`src/rtl/step_phase_seq.sv`:
```
// ----------------------------------------------------------------------------
// step_phase_seq
// Stepper coil phase sequencer. Each rising edge of the divided step clock
// advances a 3-bit table index (full-step two-phase-on, or half-step) forward
// or reverse for a commanded number of steps. It drives the 4 coil phases and
// reports busy plus a one-cycle done pulse on normal completion.
//
// Parameters
//   CNT_W     width of the step count / remaining counter
// Ports
//   clk       system clock, all logic on posedge
//   res       synchronous active-high reset
//   step_clk  divided step clock; a rising edge requests one step
//   start     1-cycle command strobe, sampled only in IDLE
//   dir       1 = forward (index+), 0 = reverse; latched at start
//   half      1 = half-step, 0 = full-step; latched at start
//   step_num  steps to execute; latched at start
//   abort     stops the move, effective in RUN only
//   phase     coil drive {A, B, A-, B-}
//   busy      high while a move is running
//   done      1-cycle pulse on normal completion
//   remain    steps still to go
// Build option
//   STEP_IDLE_OFF_EN  de-energize coils (phase = 0000) on every entry to IDLE;
//                     otherwise the last pattern is held for holding torque.
// ----------------------------------------------------------------------------
module step_phase_seq #(
  parameter int unsigned CNT_W = 16
) (
  input  logic             clk,
  input  logic             res,
  input  logic             step_clk,
  input  logic             start,
  input  logic             dir,
  input  logic             half,
  input  logic [CNT_W-1:0] step_num,
  input  logic             abort,
  output logic [3:0]       phase,
  output logic             busy,
  output logic             done,
  output logic [CNT_W-1:0] remain
);

  typedef enum logic {IDLE, RUN} state_e;

  state_e           state_q, state_d;
  logic [2:0]       idx_q, idx_d;
  logic [3:0]       phase_q, phase_d;
  logic [CNT_W-1:0] remain_q, remain_d;
  logic             done_q, done_d;
  logic             dir_q, dir_d;
  logic             half_q, half_d;
  logic             step_clk_q;
  logic             tick;
  logic [2:0]       idx_start;
  logic [2:0]       idx_step;
  logic [2:0]       stride;

  function automatic logic [3:0] phase_lut(input logic [2:0] i);
    logic [3:0] p;
    case (i)
      3'd0:    p = 4'b1000;
      3'd1:    p = 4'b1100;
      3'd2:    p = 4'b0100;
      3'd3:    p = 4'b0110;
      3'd4:    p = 4'b0010;
      3'd5:    p = 4'b0011;
      3'd6:    p = 4'b0001;
      default: p = 4'b1001;
    endcase
    return p;
  endfunction

  assign tick = step_clk & ~step_clk_q;

  always_comb begin
    state_d  = state_q;
    idx_d    = idx_q;
    phase_d  = phase_q;
    remain_d = remain_q;
    done_d   = 1'b0;
    dir_d    = dir_q;
    half_d   = half_q;
    // Full-step uses the odd (two-coils-on) entries; stride 2 keeps it there.
    idx_start = half ? idx_q : {idx_q[2:1], 1'b1};
    stride    = half_q ? 3'd1 : 3'd2;
    idx_step  = dir_q ? (idx_q + stride) : (idx_q - stride);

    case (state_q)
      IDLE: begin
        if (start) begin
          if (step_num != '0) begin
            state_d  = RUN;
            remain_d = step_num;
            dir_d    = dir;
            half_d   = half;
            idx_d    = idx_start;
            phase_d  = phase_lut(idx_start);
          end else begin
            done_d = 1'b1;
          end
        end
      end
      RUN: begin
        if (abort) begin
          state_d = IDLE;
`ifdef STEP_IDLE_OFF_EN
          phase_d = '0;
`endif
        end else if (tick) begin
          idx_d    = idx_step;
          phase_d  = phase_lut(idx_step);
          remain_d = remain_q - CNT_W'(1);
          if (remain_q == CNT_W'(1)) begin
            state_d = IDLE;
            done_d  = 1'b1;
`ifdef STEP_IDLE_OFF_EN
            phase_d = '0;
`endif
          end
        end
      end
    endcase
  end

  always_ff @(posedge clk) begin
    if (res) begin
      state_q    <= IDLE;
      idx_q      <= '0;
      phase_q    <= '0;
      remain_q   <= '0;
      done_q     <= 1'b0;
      dir_q      <= 1'b0;
      half_q     <= 1'b0;
      step_clk_q <= 1'b0;
    end else begin
      state_q    <= state_d;
      idx_q      <= idx_d;
      phase_q    <= phase_d;
      remain_q   <= remain_d;
      done_q     <= done_d;
      dir_q      <= dir_d;
      half_q     <= half_d;
      step_clk_q <= step_clk;
    end
  end

  assign phase  = phase_q;
  assign busy   = (state_q == RUN);
  assign done   = done_q;
  assign remain = remain_q;

endmodule
```
`config.mk`:
```
export PLATFORM = sky130hd
export DESIGN_NAME = step_phase_seq
export DESIGN_NICKNAME = d
export VERILOG_FILES = /design/src/rtl/step_phase_seq.sv
export SDC_FILE = /design/constraint.sdc
export NUM_CORES = 1
export LEC_CHECK = 0
export ABC_CLOCK_PERIOD_IN_PS = 3400
export BUFFER_PORTS_ARGS = -buffer_cell sky130_fd_sc_hd__buf_2
export CORE_AREA = 2 2 74 76
export DETAILED_ROUTE_END_ITERATION = 10
export DIE_AREA = 0 0 76 78
export PLACE_DENSITY_LB_ADDON = 0.2
export SYNTH_ARGS = -nofsm -noshare
export SYNTH_HDL_FRONTEND = slang
export SYNTH_SLANG_ARGS = --single-unit
export TNS_END_PERCENT = 10
```
`constraint.sdc`:
```
create_clock -name clk -period 3.4 [get_ports clk]
set_input_delay 0.34 -clock clk [delete_from_list [all_inputs] [get_ports clk]]
set_output_delay 0.34 -clock clk [all_outputs]
set_load 0.01 [all_outputs]
```
# Yosys cells after proc, flatten, opt, wreduce, memory -nomap -nowiden
# Index checks and enable logic that the tools add are counted.
dict set report totals {
  regBits 28
  output_inout_bits 22
}
dict set report classes {
  addsub 3
  bitwise 3
  muxes 32
  n_eq_ne 17
  reduce_logical 5
}
# cell count
set op_table {}
lappend op_table {{$mux W16} 4}
lappend op_table {{$pmux W4 S7} 2}
lappend op_table {{$pmux W16 S2} 1}
lappend op_table {{$eq A3 B3 Y1 const B} 6}
lappend op_table {{$eq A16 B1 Y1 const B} 1}
lappend op_table {{$mux W4} 4}
lappend op_table {{$reduce_bool A16 Y1} 1}
lappend op_table {{$sub A16 B1 Y16 const B} 1}
lappend op_table {{$mux W3} 5}
lappend op_table {{$eq A3 B2 Y1 const B} 4}
lappend op_table {{$mux W1} 11}
lappend op_table {{$pmux W4 S2} 1}
lappend op_table {{$eq A3 B1 Y1 const B} 2}
lappend op_table {{$logic_not A3 Y1} 2}
lappend op_table {{$ne A2 B2 Y1 const B} 3}
lappend op_table {{$pmux W3 S2} 1}
lappend op_table {{$pmux W1 S2} 2}
lappend op_table {{$reduce_and A4 Y1} 1}
lappend op_table {{$add A3 B2 Y3} 1}
lappend op_table {{$reduce_and A3 Y1} 1}
lappend op_table {{$sub A3 B2 Y3} 1}
lappend op_table {{$mux W2} 1}
lappend op_table {{$ne A2 B1 Y1 const B} 1}
lappend op_table {{$not A1 Y1} 2}
lappend op_table {{$and A1 B1 Y1} 1}

# Longest topological paths before layout
# Gate-level depths: netlist of the first run.
dict set report logic_depth {
  ltp_word 8
  mapped_depth 8
}

# Worst setup path after synthesis of the first run
# No wires, ideal clock.
dict set report synth_path {
  kind {reg2reg}
  startpoint {register remain_q[7], in the netlist remain[7]}
  endpoint {register done_q, in the netlist done}
  arrival_ps 1755
  slack_ps 1578
  stages_incl_launch_ff 6
  required_time_ps 3333
  setup_ps 67
  cell_sequence {dfxtp_1 or4_4 nor4_4 nand4_1 or3_1 a21oi_2}
}
dict set report synth_via {
  elab_chain_len 5
}
# element line
set synth_lines {}
lappend synth_lines {{start: declaration} 49} ;# logic [CNT_W-1:0] remain_q, remain_d;
lappend synth_lines {{start signal: assignment} 140} ;# remain_q <= remain_d;
lappend synth_lines {{$eq A16 B1 Y1} 114} ;# if (remain_q == CNT_W'(1)) begin
lappend synth_lines {{$mux W1} 114}
lappend synth_lines {{$mux W1} 110} ;# end else if (tick) begin
lappend synth_lines {{$mux W1} 105} ;# if (abort) begin
lappend synth_lines {{$pmux W1 S2} 89} ;# case (state_q)
lappend synth_lines {{end signal: assignment} 141} ;# done_q <= done_d;
lappend synth_lines {{end: declaration} 50} ;# logic done_q, done_d;
# Every way passes these cells.
# A chain may end at the register's enable or synchronous reset.

# Worst setup path after layout of the first run
# Ends and elaborated chain as after synthesis.

==> results of run 1 <==
## power by group
part / internal [mW] / total [mW] / switching (mW)
clock: 0.158 / 0.272 / 0.114
sequential: 0.352 / 0.384 / 0.0320
combinational: 0.0998 / 0.239 / 0.140
## worst register-to-register path, stage by stage (launching register included)
cell and delay (ns):
sky130_fd_sc_hd__dfxtp_1 0.39, sky130_fd_sc_hd__or4_4 0.60, sky130_fd_sc_hd__nor4_4 0.27, sky130_fd_sc_hd__nand4_1 0.16, sky130_fd_sc_hd__or3_1 0.37, sky130_fd_sc_hd__a21oi_2 0.14
## cell type report
cell class / count / area share (%)
clock buffers: 3 / 1.954
clock inverters: 1 / 1.421
inverters: 8 / 1.421
multi-input cells: 178 / 53.05
flip-flops and latches: 28 / 26.52
well taps: 70 / 4.144
repair buffers: 47 / 11.49
## per-stage QoR
stage	power (mW)	worst slack, ns	instance area [sq um]
3_3_place_gp	0.6298	1.363	2042
2_1_floorplan	0.5483	1.578	1759
5_1_grt	0.9504	1.270	2113
6_report	0.8951	1.411	2113
3_5_place_dp	0.6305	1.324	2042
4_1_cts	0.9048	1.416	2113
## worst max path at each step
| stage | slack [ns] | to | start |
|---|---|---|---|
| after floorplan | 1.58 | done$_SDFF_PP0_ | remain[7]$_SDFFE_PP0P_ |
| after global placement | 1.36 | idx_q[0]$_SDFFE_PP0P_ | step_num[3] |
| after detailed placement | 1.32 | remain[6]$_SDFFE_PP0P_ | step_num[3] |
| after CTS | 1.42 | done$_SDFF_PP0_ | remain[7]$_SDFFE_PP0P_ |
| after global routing | 1.27 | remain[11]$_SDFFE_PP0P_ | remain[0]$_SDFFE_PP0P_ |
| final | 1.41 | done$_SDFF_PP0_ | remain[7]$_SDFFE_PP0P_ |
## state kept, by name (all words and copies together) (netlist names)
name and flops:
remain 16, phase 4, idx_q 3, busy 1
dir_q 1, done 1, half_q 1, step_clk_q 1
## per-layer routing
metal / up-vias / part of all wire [%] / routed length (um)
li1: 912 / - / -
met1: 855 / 46 / 2312
met2: 55 / 46 / 2326
met3: 10 / 6.6 / 333
met4: 0 / 1.8 / 92
met5: - / 0 / 0
## cell families after synthesis
group	Yosys count	share of synthesized area [%]
AND/OR/NAND/NOR	109	35.85
AO/OA/AOI/OAI	58	19.99
flip-flops	28	31.86
buffers and inverters	20	4.410
multiplexers	4	2.347
adder cells (fa/ha/maj)	4	3.272
XOR/XNOR	3	2.276
## placed cells by master (no fill, tap or decap), types with 2 or more instances in the layout
cell type                   Yosys  routed
sky130_fd_sc_hd__nor4_4         2       2
sky130_fd_sc_hd__o21ai_0        5       5
sky130_fd_sc_hd__a32oi_1        2       2
sky130_fd_sc_hd__o211ai_1       5       5
sky130_fd_sc_hd__dfxtp_1       28      28
sky130_fd_sc_hd__inv_1          7       7
sky130_fd_sc_hd__nor3b_1        2       2
sky130_fd_sc_hd__ha_1           3       3
sky130_fd_sc_hd__buf_4          0       3
sky130_fd_sc_hd__mux2i_1        3       3
sky130_fd_sc_hd__o21ai_1       12      12
sky130_fd_sc_hd__and3_1         5       5
sky130_fd_sc_hd__clkbuf_8       0       3
sky130_fd_sc_hd__nor2b_1       12      12
sky130_fd_sc_hd__buf_2          2      44
sky130_fd_sc_hd__a311oi_1       2       2
sky130_fd_sc_hd__nand2_1       13      13
sky130_fd_sc_hd__nand4_1        3       3
sky130_fd_sc_hd__nor4_1         8       8
sky130_fd_sc_hd__o2bb2ai_1      2       2
sky130_fd_sc_hd__nor3_1         5       5
sky130_fd_sc_hd__nor4b_1        2       2
sky130_fd_sc_hd__nor2_1        25      25
sky130_fd_sc_hd__and2_1         2       2
sky130_fd_sc_hd__xnor2_1        2       2
sky130_fd_sc_hd__a211oi_1       3       3
sky130_fd_sc_hd__a21oi_1       21      21
sky130_fd_sc_hd__nand3_1       17      17
sky130_fd_sc_hd__or4_4          2       2
sky130_fd_sc_hd__nand2b_1       4       4
==> reports/summary.md, run 1 <==
The run finished with clean final reports. The power per cell area works out to 423.5 nW/um^2. The port buffer count was 44.

The multi-input combinational cells in the finished layout cover a total of 1121 sq um. The run gives 23.67% as the met1 layer usage reported by global route. By area the synthesized netlist is led by sky130_fd_sc_hd__dfxtp_1 (32%), sky130_fd_sc_hd__a21oi_1 (6.0%), sky130_fd_sc_hd__nor2_1 (5.3%). The startpoint identified for the worst register-to-register timing path is remain[7]$_SDFFE_PP0P_. For this run, global-route usage on met2 was measured as 27.32%. The worst path needs 1.989 ns of the cycle, external delays included. Yosys printed 0 warnings. The area of the placeable core was 5042 sq um.

Ratio of final minimum period to clock period: 58.49%. The worst hold path was traced through 3 stages. For the number of distinct library cells after synthesis, the log shows 47. The tools report the sequential cell area in the final layout as 560.5 sq um. The critical path contains buffers and inverters numbering 0 combined. The critical path start-end classification was reg -> reg.

In the final routed layout, each cell accounts on average for 15.11 um. Summed over all nets, the half-perimeter wirelength after detailed placement is 3655 um. The cell type with the largest total area after synthesis is sky130_fd_sc_hd__dfxtp_1.

The startpoint identified for the worst hold timing path is dir. The signed area change from the synthesized netlist to the final layout came out at 20.13%. The tools report the hold path endpoint as dir_q$_SDFFE_PP0P_. The number of nets handed over by synthesis was 253.

The max-slew violation count is 0, and the number of buffers inserted to repair setup after CTS is 0. The reported max-cap violation count came out at 0. The net count reported at finish came out at 293. Setup repair after global routing left no endpoint under its margin.

Derived from the worst setup path, the maximum achievable clock frequency is 0.5028 GHz. The total negative slack came out at 0 ns. For the number of clock sinks, the log shows 28. For this design, the slowest cell found on the critical path is sky130_fd_sc_hd__or4_4.

The weighted congestion reported at the end of routability-driven placement came out at 0.7770. After synthesis, flip-flops and latches occupy 31.86% of the total area. For this run, the slowest stage of the critical path takes 0.60 ns. The clock network latency to the later pin of the worst-skew pair is 0.28 ns. The top cell type by area accounts for 31.86% of the synthesized area. Once layout is complete, the cells apart from fillers number 335. Clock-pin slew was measured on the worst setup and hold paths at 0.11 ns. The signal on the critical path passes through or4_4 -> nor4_4 -> nand4_1 -> or3_1 -> a21oi_2. TritonCTS built the clock tree.

The proportion of layout cells with a drive suffix above 1 came out at 21.89%. The tools report the via count of the first global-routing pass as 1727. The synthesized flop and latch total was 28. The synthesized area per cell works out to 7.784 sq um. The total count of hold-check failures in the final report is 0. STA classifies the critical path endpoint as a register. For the arrival time of data at the critical path endpoint, the log shows 2.21 ns. The chip width came out at 76 um.

The tightest min-delay check is of the in -> reg type. The total number of H-tree levels was 1; the number of buffers on the longest clock path was 2. Counting cells, the worst reg-to-reg path comes to 5. The run gives 151 as the violation count after the first detailed-route iteration. The height of the chip is 78 um.

The slew at the pin closest to its max-slew limit was 0.6174 ns. For the residual antenna-violating net count after detailed routing, the log shows 0. After clock tree synthesis, the flow added hold-fix buffers numbering 0. The tools report the initial cell density of the core as 34.89%. In this run the tightest slew margin relative to its limit is 58.84%. The cell area that synthesis handed to floorplanning was 1759 sq um.

Yosys mapped a number of flops with a built-in enable equal to 0. Summed over all layers, the routed wires come to 5063 um. 0 antenna diodes ended up in the layout.

The largest net degree at the start of global routing was 36. The largest fanout on the critical path is 8. The residual overflow from global routing is 0. The sort of element at the start of the critical path is a register. Slack of the worst reg-to-reg path: 1.41 ns. The die covers 5928 sq um. The run gives 17.30% as the global router's overall resource usage. The pre-antenna-repair detailed-routing pass consisted of 4 iterations. For this run, design rule violations remaining after detail routing come to 0. The post-synthesis cell count was 226. The final core utilization is 41.91%. For the final hold slack, the log shows 0.2934 ns. The gate family responsible for the most delay along the worst path was simple AND/OR/NAND/NOR gates. The most crowded layer after global routing is met2. The number of gates resized after CTS was 0. For the number of setup violations in the final report, the log shows 0. The tools report the site row count as 26. Leakage power of the design: 0.8509 nW.

The instance count on the critical path is 5. The capture instance of the worst register-to-register path was done$_SDFF_PP0_. For the number of buffers added by the clock tree synthesis step, the log shows 3. Dominant register cell in the synthesized netlist: sky130_fd_sc_hd__dfxtp_1. STA puts the critical path data required time at 3.62 ns. In this run the count of I/O pins placed on the die edge is 45. The fill cell total of the finished layout was 544. Across all layers, the routed design uses 1832 vias. The tools report the initial antenna violation count as 0. The cell with the most instances after synthesis is sky130_fd_sc_hd__dfxtp_1. For this run, global-route usage on met3 was measured as 3.488%. On the final layout, the worst clock skew is 0.007571 ns. Counting flops with an async set or reset pin after synthesis yields a share of 0%. The tools report the clock root buffer as sky130_fd_sc_hd__clkbuf_8. The first-pass GRT wire length was 8362 um; the number of cells in the design after placement was 331. Across the VDD grid, the largest voltage drop is 0.1869 mV. After synthesis, the most frequently instantiated cells are sky130_fd_sc_hd__dfxtp_1 (28), sky130_fd_sc_hd__nor2_1 (25), sky130_fd_sc_hd__a21oi_1 (21). Using the TritonRoute via totals, the vias-per-cell ratio works out to 5.469.
(Power assumes the default switching activity.)
==> inputs of run 2 (changes only) <==
--- a/config.mk
+++ b/config.mk
@@ -5,7 +5,7 @@
 export SDC_FILE = /design/constraint.sdc
 export NUM_CORES = 1
 export LEC_CHECK = 0
-export ABC_CLOCK_PERIOD_IN_PS = 3400
+export ABC_CLOCK_PERIOD_IN_PS = 2000
 export BUFFER_PORTS_ARGS = -buffer_cell sky130_fd_sc_hd__buf_2
 export CORE_AREA = 2 2 74 76
 export DETAILED_ROUTE_END_ITERATION = 10
==> constraint.sdc (replaced) <==
create_clock -name clk -period 2 [get_ports clk]
set_input_delay 0.2 -clock clk [delete_from_list [all_inputs] [get_ports clk]]
set_output_delay 0.2 -clock clk [all_outputs]
set_load 0.01 [all_outputs]
==> reports/summary.md, run 2 (synthesis gave the netlist of run 1 again) <==
The power per cell area is 699.9 nW/um^2 (was 423.5 nW/um^2). The tools report the met2 usage as 32.77% (was 27.32%). The largest net degree at the start of global routing came out at 23 (was 36). The number of buffers added by the clock tree synthesis step was 3 (unchanged).

The number of buffers on the longest clock path is 2 (unchanged), and the number of vias in the routed layout is 1872 (was 1832). The weighted congestion reported at the end of routability-driven placement is 0.8133 (was 0.7770), and the number of cells on the worst hold path is 3 (unchanged). The slack of the worst reg-to-reg path came out at 0.13 ns (was 1.41 ns).

The most common cell after layout, fill and taps aside is sky130_fd_sc_hd__buf_2 (unchanged). Class of the tightest hold or removal check: in -> reg (unchanged). The signed area change from the synthesized netlist to the final layout works out to 29.16% (was 20.13%). The buffering stage count on the worst path with inverters included works out to 0 (unchanged).

The height of the chip is 78 um (unchanged). The logs give 9052 um (was 8362 um) for the first-pass GRT wire length and 0 (unchanged) for the reported max-cap violation count. The number of cells in the design after placement is 352 (was 331), and the initial antenna violation count is 0 (unchanged).

The gate family responsible for the most delay along the worst path is simple AND/OR/NAND/NOR gates (unchanged). The tools report the capture instance of the worst register-to-register path as remain[11]$_SDFFE_PP0P_ (was done$_SDFF_PP0_). The global-route track usage on met3 was 3.023% (was 3.488%); the final critical path time including I/O delays and setup was 1.874 ns (was 1.989 ns). Setup repair after global routing left no endpoint under its margin. The largest fanout on the critical path came out at 7 (was 8). The logs give 1856 (was 1727) for the via count of the first global-routing pass and 28 (unchanged) for the number of clock sinks. The clock edge transition at the registers on the reported setup and hold paths was 0.11 ns (about the same); the max-slew violation count was 0 (unchanged). The sort of element at the start of the critical path was a register (unchanged). The run gives 24.22% (was 23.67%) as the met1 layer usage reported by global route. For the violation count after the first detailed-route iteration, the log shows 107 (was 151). The run gives 2.09 ns (was 2.21 ns) as the arrival time of data at the critical path endpoint. The largest clock skew in the final design was 0.004300 ns (was 0.007571 ns); the chip width was 76 um (unchanged). The total number of H-tree levels came out at 1 (unchanged). CP cell instances: or4_4 -> nor4_4 -> nor4b_1 -> o21ai_0 -> a21oi_1 (was or4_4 -> nor4_4 -> nand4_1 -> or3_1 -> a21oi_2). The reg-to-reg startpoint was remain[0]$_SDFFE_PP0P_ (was remain[7]$_SDFFE_PP0P_).

The run finished with clean final reports. Slowest library cell on the worst path: sky130_fd_sc_hd__or4_4 (unchanged). Number of setup violations in the final report: 0 (unchanged).

Critical path start-end classification: reg -> reg (unchanged). The area of the placeable core came out at 5042 sq um (unchanged). Most crowded layer after global routing: met2 (unchanged). The die outline area came out at 5928 sq um (unchanged). The residual DRC count is 0 (unchanged). The run gives 0.3031 mV (was 0.1869 mV) as the peak supply drop. The flip-flop count of the largest register after layout was 16 (unchanged). The global router's overall resource usage was 18.57% (was 17.30%). The proportion of layout cells with a drive suffix above 1 is 27.97% (was 21.89%).

The run gives 314 (was 293) as the net count reported at finish. The residual antenna-violating net count after detailed routing was 0 (unchanged); the top-level port count was 45 (unchanged). The number of buffers inserted to repair setup after CTS is 0 (unchanged). The maximum clock frequency came out at 0.5336 GHz (was 0.5028 GHz).

The clock network latency to the later pin of the worst-skew pair was 0.29 ns (was 0.28 ns); the worst reg-to-reg path cell count was 5 (unchanged). For the remaining max-slew budget at the tightest pin, the log shows 66.17% (was 58.84%). The count of antenna diodes in the layout is 0 (unchanged). The fill cell total of the finished layout was 542 (was 544).

The half-perimeter wire length after detailed placement is 3997 um (was 3655 um), and the detailed-router iteration count before antenna repair is 4 (unchanged). The total negative slack is 0 ns (unchanged). Most frequent cells in the layout: sky130_fd_sc_hd__buf_2 (44), sky130_fd_sc_hd__dfxtp_1 (28), sky130_fd_sc_hd__nor2_1 (25) (unchanged). The site row count was 26 (unchanged); the number of standard cells in the layout, taps in and fillers out was 356 (was 335). The tools report the hold path endpoint as dir_q$_SDFFE_PP0P_ (unchanged).

The data required time of the worst path is 2.22 ns (was 3.62 ns). The slew at the pin closest to its max-slew limit is 0.5028 ns (was 0.6174 ns), and the average detailed-routed wire length per instance is 14.74 um (was 15.11 um). The worst stage delay on the critical path is 0.56 ns (was 0.60 ns), and the wire length after detailed routing is 5247 um (was 5063 um). The leakage power of the design was 0.9543 nW (was 0.8509 nW). The startpoint of the worst hold path is dir (unchanged). The port buffer count came out at 44 (unchanged). For the initial cell density of the core, the log shows 34.89% (unchanged). Type of element capturing the critical path: a register (unchanged).

The run gives 0 (unchanged) as the total count of hold-check failures in the final report. The residual overflow from global routing came out at 0 (unchanged). The ratio of final minimum period to clock period works out to 93.70% (was 58.49%).

The clock root buffer was sky130_fd_sc_hd__clkbuf_8 (unchanged). TritonCTS built the clock tree. Detail-routed via count per cell: 5.258 (was 5.469).
run 2: cell count changes in the layout (fill, tap and decap cells not counted):
cell / delta
sky130_fd_sc_hd__xnor3_2: +1
sky130_fd_sc_hd__xnor3_1: -1
sky130_fd_sc_hd__buf_4: +21
run 2: final cells by class:
type                            count  area (sq um)  area share (%)
Multi-Input combinational cell    178          1122           49.39
Timing Repair Buffer               68         400.4           17.62
Tap cell                           70         87.58           3.855
Clock inverter                      1         30.03           1.322
Sequential cell                    28         560.5           24.67
Inverter                            8         30.03           1.322
Clock buffer                        3         41.29           1.817
run 2: metrics by stage:
stage          hold slack, ns  instance area [sq um]  total power, mW  setup slack, ns  utilization [%]
6_report               0.1677                   2272            1.590           0.1260            45.06
3_5_place_dp           0.4488                   2200            1.134           0.1610            43.62
4_1_cts                0.1688                   2271            1.603           0.1383            45.04
3_3_place_gp           0.4412                   2200            1.133           0.1836            43.62
5_1_grt                0.1976                   2272            1.684          0.01238            45.06
2_1_floorplan          0.3282                   1759           0.9321           0.1776                -
run 2: how the worst max path moves through the flow:
stage	from	to	slack [ns]	depth (start not counted)
after floorplan	remain[7]$_SDFFE_PP0P_	done$_SDFF_PP0_	0.18	5
after detailed placement	dir_q$_SDFFE_PP0P_	phase[3]$_SDFFE_PP0P_	0.16	7
final	remain[0]$_SDFFE_PP0P_	remain[11]$_SDFFE_PP0P_	0.13	5
after global placement	remain[8]$_SDFFE_PP0P_	done$_SDFF_PP0_	0.18	5
after CTS	remain[0]$_SDFFE_PP0P_	remain[11]$_SDFFE_PP0P_	0.14	5
after global routing	remain[0]$_SDFFE_PP0P_	remain[11]$_SDFFE_PP0P_	0.01	5
run 2: repair_timing:
item,in CTS,in global routing
resized for setup,0,1
endpoints found under the setup margin,0,3
hold buffers,0,0
run 2: metal layers:
| layer | vias to the layer above | part of all wire [%] |
|---|---|---|
| met5 | - | 0 |
| met4 | 0 | 0.71 |
| met3 | 4 | 3.6 |
| met2 | 33 | 49 |
| met1 | 885 | 46 |
| li1 | 950 | - |
run 2: power by group:
| part | switching (mW) | leakage [nW] | internal, mW |
|---|---|---|---|
| Clock | 0.200 | 0.0357 | 0.269 |
| Combinational | 0.256 | 0.688 | 0.222 |
| Sequential | 0.0444 | 0.230 | 0.598 |
run 2: tightest hold or removal path, cell delays in order:
cell and delay [ns]:
sky130_fd_sc_hd__buf_2 0.08, sky130_fd_sc_hd__mux2i_1 0.05, sky130_fd_sc_hd__nor2_1 0.08
==> inputs of run 3 (changes only) <==
--- a/config.mk
+++ b/config.mk
@@ -5,8 +5,9 @@
 export SDC_FILE = /design/constraint.sdc
 export NUM_CORES = 1
 export LEC_CHECK = 0
-export ABC_CLOCK_PERIOD_IN_PS = 2000
+export ABC_CLOCK_PERIOD_IN_PS = 1800
 export BUFFER_PORTS_ARGS = -buffer_cell sky130_fd_sc_hd__buf_2
+export CAP_MARGIN = 25
 export CORE_AREA = 2 2 74 76
 export DETAILED_ROUTE_END_ITERATION = 10
 export DIE_AREA = 0 0 76 78
==> constraint.sdc (replaced) <==
create_clock -name clk -period 1.8 [get_ports clk]
set_input_delay 0.27 -clock clk [delete_from_list [all_inputs] [get_ports clk]]
set_output_delay 0.27 -clock clk [all_outputs]
set_load 0.01 [all_outputs]
==> reports/summary.md, run 3 (synthesis gave the netlist of run 1 again) <==
TritonCTS built the clock tree. The count of antenna diodes in the layout is 0 (unchanged), and the buffering stage count on the worst path with inverters included is 1 (was 0). The tools report the fill cell total of the finished layout as 555 (was 542).

The number of setup violations in the final report was 4 (was 0); the final critical path time including I/O delays and setup was 1.820 ns (was 1.874 ns). The detail-routed via count per cell was 5.293 (was 5.258); the port buffer count was 44 (unchanged). The number of cells on the worst hold path is 3 (unchanged), and the largest fanout on the critical path is 6 (was 7). The tools report the number of buffers added by the clock tree synthesis step as 3 (unchanged).

The run gives -0.02 ns (was 0.13 ns) as the slack of the worst reg-to-reg path. The largest clock skew in the final design is 0.007334 ns (was 0.004300 ns), and the total count of hold-check failures in the final report is 0 (unchanged). Clock root buffer: sky130_fd_sc_hd__clkbuf_8 (unchanged). Startpoint of the worst hold path: dir (unchanged). The height of the chip works out to 78 um (unchanged). CP cell instances: or4_4 -> nor4_4 -> buf_4 -> nand3_1 -> o21ai_1 -> a311oi_1 (was or4_4 -> nor4_4 -> nor4b_1 -> o21ai_0 -> a21oi_1).

The number of clock sinks is 28 (unchanged), and the weighted congestion reported at the end of routability-driven placement is 0.8459 (was 0.8133). Site row count: 26 (unchanged). For the max-slew violation count, the log shows 0 (unchanged). Setup repair after global routing could not meet its margin everywhere. The residual overflow from global routing was 0 (unchanged). The flow ran to the end, but the final reports show violations. The run gives 0 (unchanged) as the residual DRC count. The residual antenna-violating net count after detailed routing came out at 0 (unchanged). The remaining max-slew budget at the tightest pin is 68.67% (was 66.17%). The power per cell area came out at 709.6 nW/um^2 (was 699.9 nW/um^2). The most common cell after layout, fill and taps aside was sky130_fd_sc_hd__buf_2 (unchanged).

The logs give 4012 um (was 3997 um) for the half-perimeter wire length after detailed placement and 1928 (was 1856) for the via count of the first global-routing pass. The post-place setup slack was -0.003521 ns (was 0.1610 ns). The class of the tightest hold or removal check was in -> reg (unchanged). Most frequent cells in the layout: sky130_fd_sc_hd__buf_2 (44), sky130_fd_sc_hd__buf_4 (37), sky130_fd_sc_hd__nor2_1 (25), sky130_fd_sc_hd__dfxtp_1 (25), sky130_fd_sc_hd__a21oi_1 (21) (was sky130_fd_sc_hd__buf_2 (44), sky130_fd_sc_hd__dfxtp_1 (28), sky130_fd_sc_hd__nor2_1 (25)).

The total placed instance area is 2290 sq um (was 2200 sq um), and the leakage power of the design is 1.017 nW (was 0.9543 nW). The run gives 0 (unchanged) as the total of hold buffers inserted after clock tree synthesis. The critical path start-end classification is reg -> reg (unchanged). The slew at the pin closest to its max-slew limit was 0.4656 ns (was 0.5028 ns); the signed area change from the synthesized netlist to the final layout was 35.06% (was 29.16%). The wire length after detailed routing is 5258 um (was 5247 um). The final worst-path setup slack is -0.01993 ns (was 0.1260 ns), and the total number of H-tree levels is 1 (unchanged). The run gives 0.5495 GHz (was 0.5336 GHz) as the maximum clock frequency. The flip-flop count of the largest register after layout is 16 (unchanged).

The tools report the capture instance of the worst register-to-register path as remain[15]$_SDFFE_PP0P_ (was remain[11]$_SDFFE_PP0P_). The top-level port count came out at 45 (unchanged). The die outline area is 5928 sq um (unchanged), and the violation count after the first detailed-route iteration is 216 (was 107). The data required time of the worst path came out at 1.96 ns (was 2.22 ns).

The final reports fail on negative setup slack. The hold path endpoint is dir_q$_SDFFE_PP0P_ (unchanged). Chip width: 76 um (unchanged). The slowest library cell on the worst path was sky130_fd_sc_hd__or4_4 (unchanged). Final design area excluding fillers: 2376 sq um (was 2272 sq um). The gate family responsible for the most delay along the worst path is simple AND/OR/NAND/NOR gates (unchanged).

The tools report the initial antenna violation count as 0 (unchanged). The reported max-cap violation count is 0 (unchanged), and the detailed-router iteration count before antenna repair is 4 (unchanged). The arrival time of data at the critical path endpoint is 1.98 ns (was 2.09 ns). The peak supply drop is 0.3411 mV (was 0.3031 mV). The worst stage delay on the critical path was 0.55 ns (was 0.56 ns). For the number of buffers on the longest clock path, the log shows 2 (unchanged). The average detailed-routed wire length per instance was 14.25 um (was 14.74 um); the net count reported at finish was 327 (was 314). The clock network latency to the later pin of the worst-skew pair was 0.28 ns (was 0.29 ns). The run gives 5042 sq um (unchanged) as the area of the placeable core. The proportion of layout cells with a drive suffix above 1 works out to 33.11% (was 27.97%). The instance count on the critical path works out to 6 (was 5).

The worst reg-to-reg path cell count is 6 (was 5). The type of element capturing the critical path was a register (unchanged). The largest net degree at the start of global routing is 17 (was 23). The sort of element at the start of the critical path was a register (unchanged).

The initial cell density of the core is 34.89% (unchanged), and the clock edge transition at the registers on the reported setup and hold paths is 0.10 ns (was 0.11 ns). First-pass GRT wire length: 8845 um (was 9052 um). The global router's overall resource usage was 18.01% (was 18.57%). Reg-to-reg startpoint: remain[0]$_SDFFE_PP0P_ (unchanged). The ratio of final minimum period to clock period was 101.1% (was 93.70%). The number of vias in the routed layout was 1953 (was 1872).
==> run 3: power by group <==
part,switching (mW),internal [mW],leakage (nW)
sequential,0.0452,0.666,0.231
combinational,0.300,0.267,0.757
clock,0.212,0.196,0.0288
==> run 3: what timing repair did <==
item | CTS | global route
pin swaps | 1 | 2
resized for setup | 1 | 7
buffers inserted | 1 | 0
endpoints found under the hold margin | 0 | 0
setup endpoints to repair | 6 | 12
==> run 3: per-layer routing <==
metal / vias to the layer above / wire (um) / GRT usage (%)
met5: - / 0 / 0
met4: 0 / 82 / 5.455
met3: 8 / 298 / 2.791
met2: 58 / 2359 / 29.46
met1: 906 / 2517 / 24.54
li1: 981 / - / -
==> run 3: worst max path at each step <==
stage | start | end
finish | remain[0]$_SDFFE_PP0P_ | remain[15]$_SDFFE_PP0P_
global route | remain[0]$_SDFFE_PP0P_ | remain[15]$_SDFFE_PP0P_
CTS | remain[0]$_SDFFE_PP0P_ | remain[11]$_SDFFE_PP0P_
detailed placement | remain[7]$_SDFFE_PP0P_ | done$_SDFF_PP0_
global placement | remain[7]$_SDFFE_PP0P_ | done$_SDFF_PP0_
floorplan | remain[7]$_SDFFE_PP0P_ | done$_SDFF_PP0_
==> run 3: metrics by stage <==
step / hold WS, ns / util [%] / power [mW] / TNS (ns) / instances
6_report: 0.2147 / 47.12 / 1.686 / -0.05612 / 369
5_1_grt: 0.2385 / 47.12 / 1.778 / -0.6725 / 369
4_1_cts: 0.2201 / 46.67 / 1.685 / -0.04814 / 369
3_5_place_dp: 0.4473 / 45.41 / 1.277 / -0.003521 / 364
3_3_place_gp: 0.4631 / 45.41 / 1.276 / -0.01318 / 364
2_1_floorplan: 0.3982 / - / 1.036 / -0.02239 / 226
==> run 3: worst register-to-register path: stages, from the launching register on <==
cell	delay (ns)
sky130_fd_sc_hd__dfxtp_2	0.33
sky130_fd_sc_hd__or4_4	0.55
sky130_fd_sc_hd__nor4_4	0.34
sky130_fd_sc_hd__buf_4	0.20
sky130_fd_sc_hd__nand3_1	0.07
sky130_fd_sc_hd__o21ai_1	0.12
sky130_fd_sc_hd__a311oi_1	0.09
==> run 3: area by class of cell <==
cell class / instances / area (sq um) / share of cell area [%]
Timing Repair Buffer: 81 / 498.0 / 20.96
Inverter: 8 / 30.03 / 1.264
Clock buffer: 4 / 55.05 / 2.317
Tap cell: 70 / 87.58 / 3.686
Sequential cell: 28 / 564.3 / 23.75
Multi-Input combinational cell: 178 / 1141 / 48.03
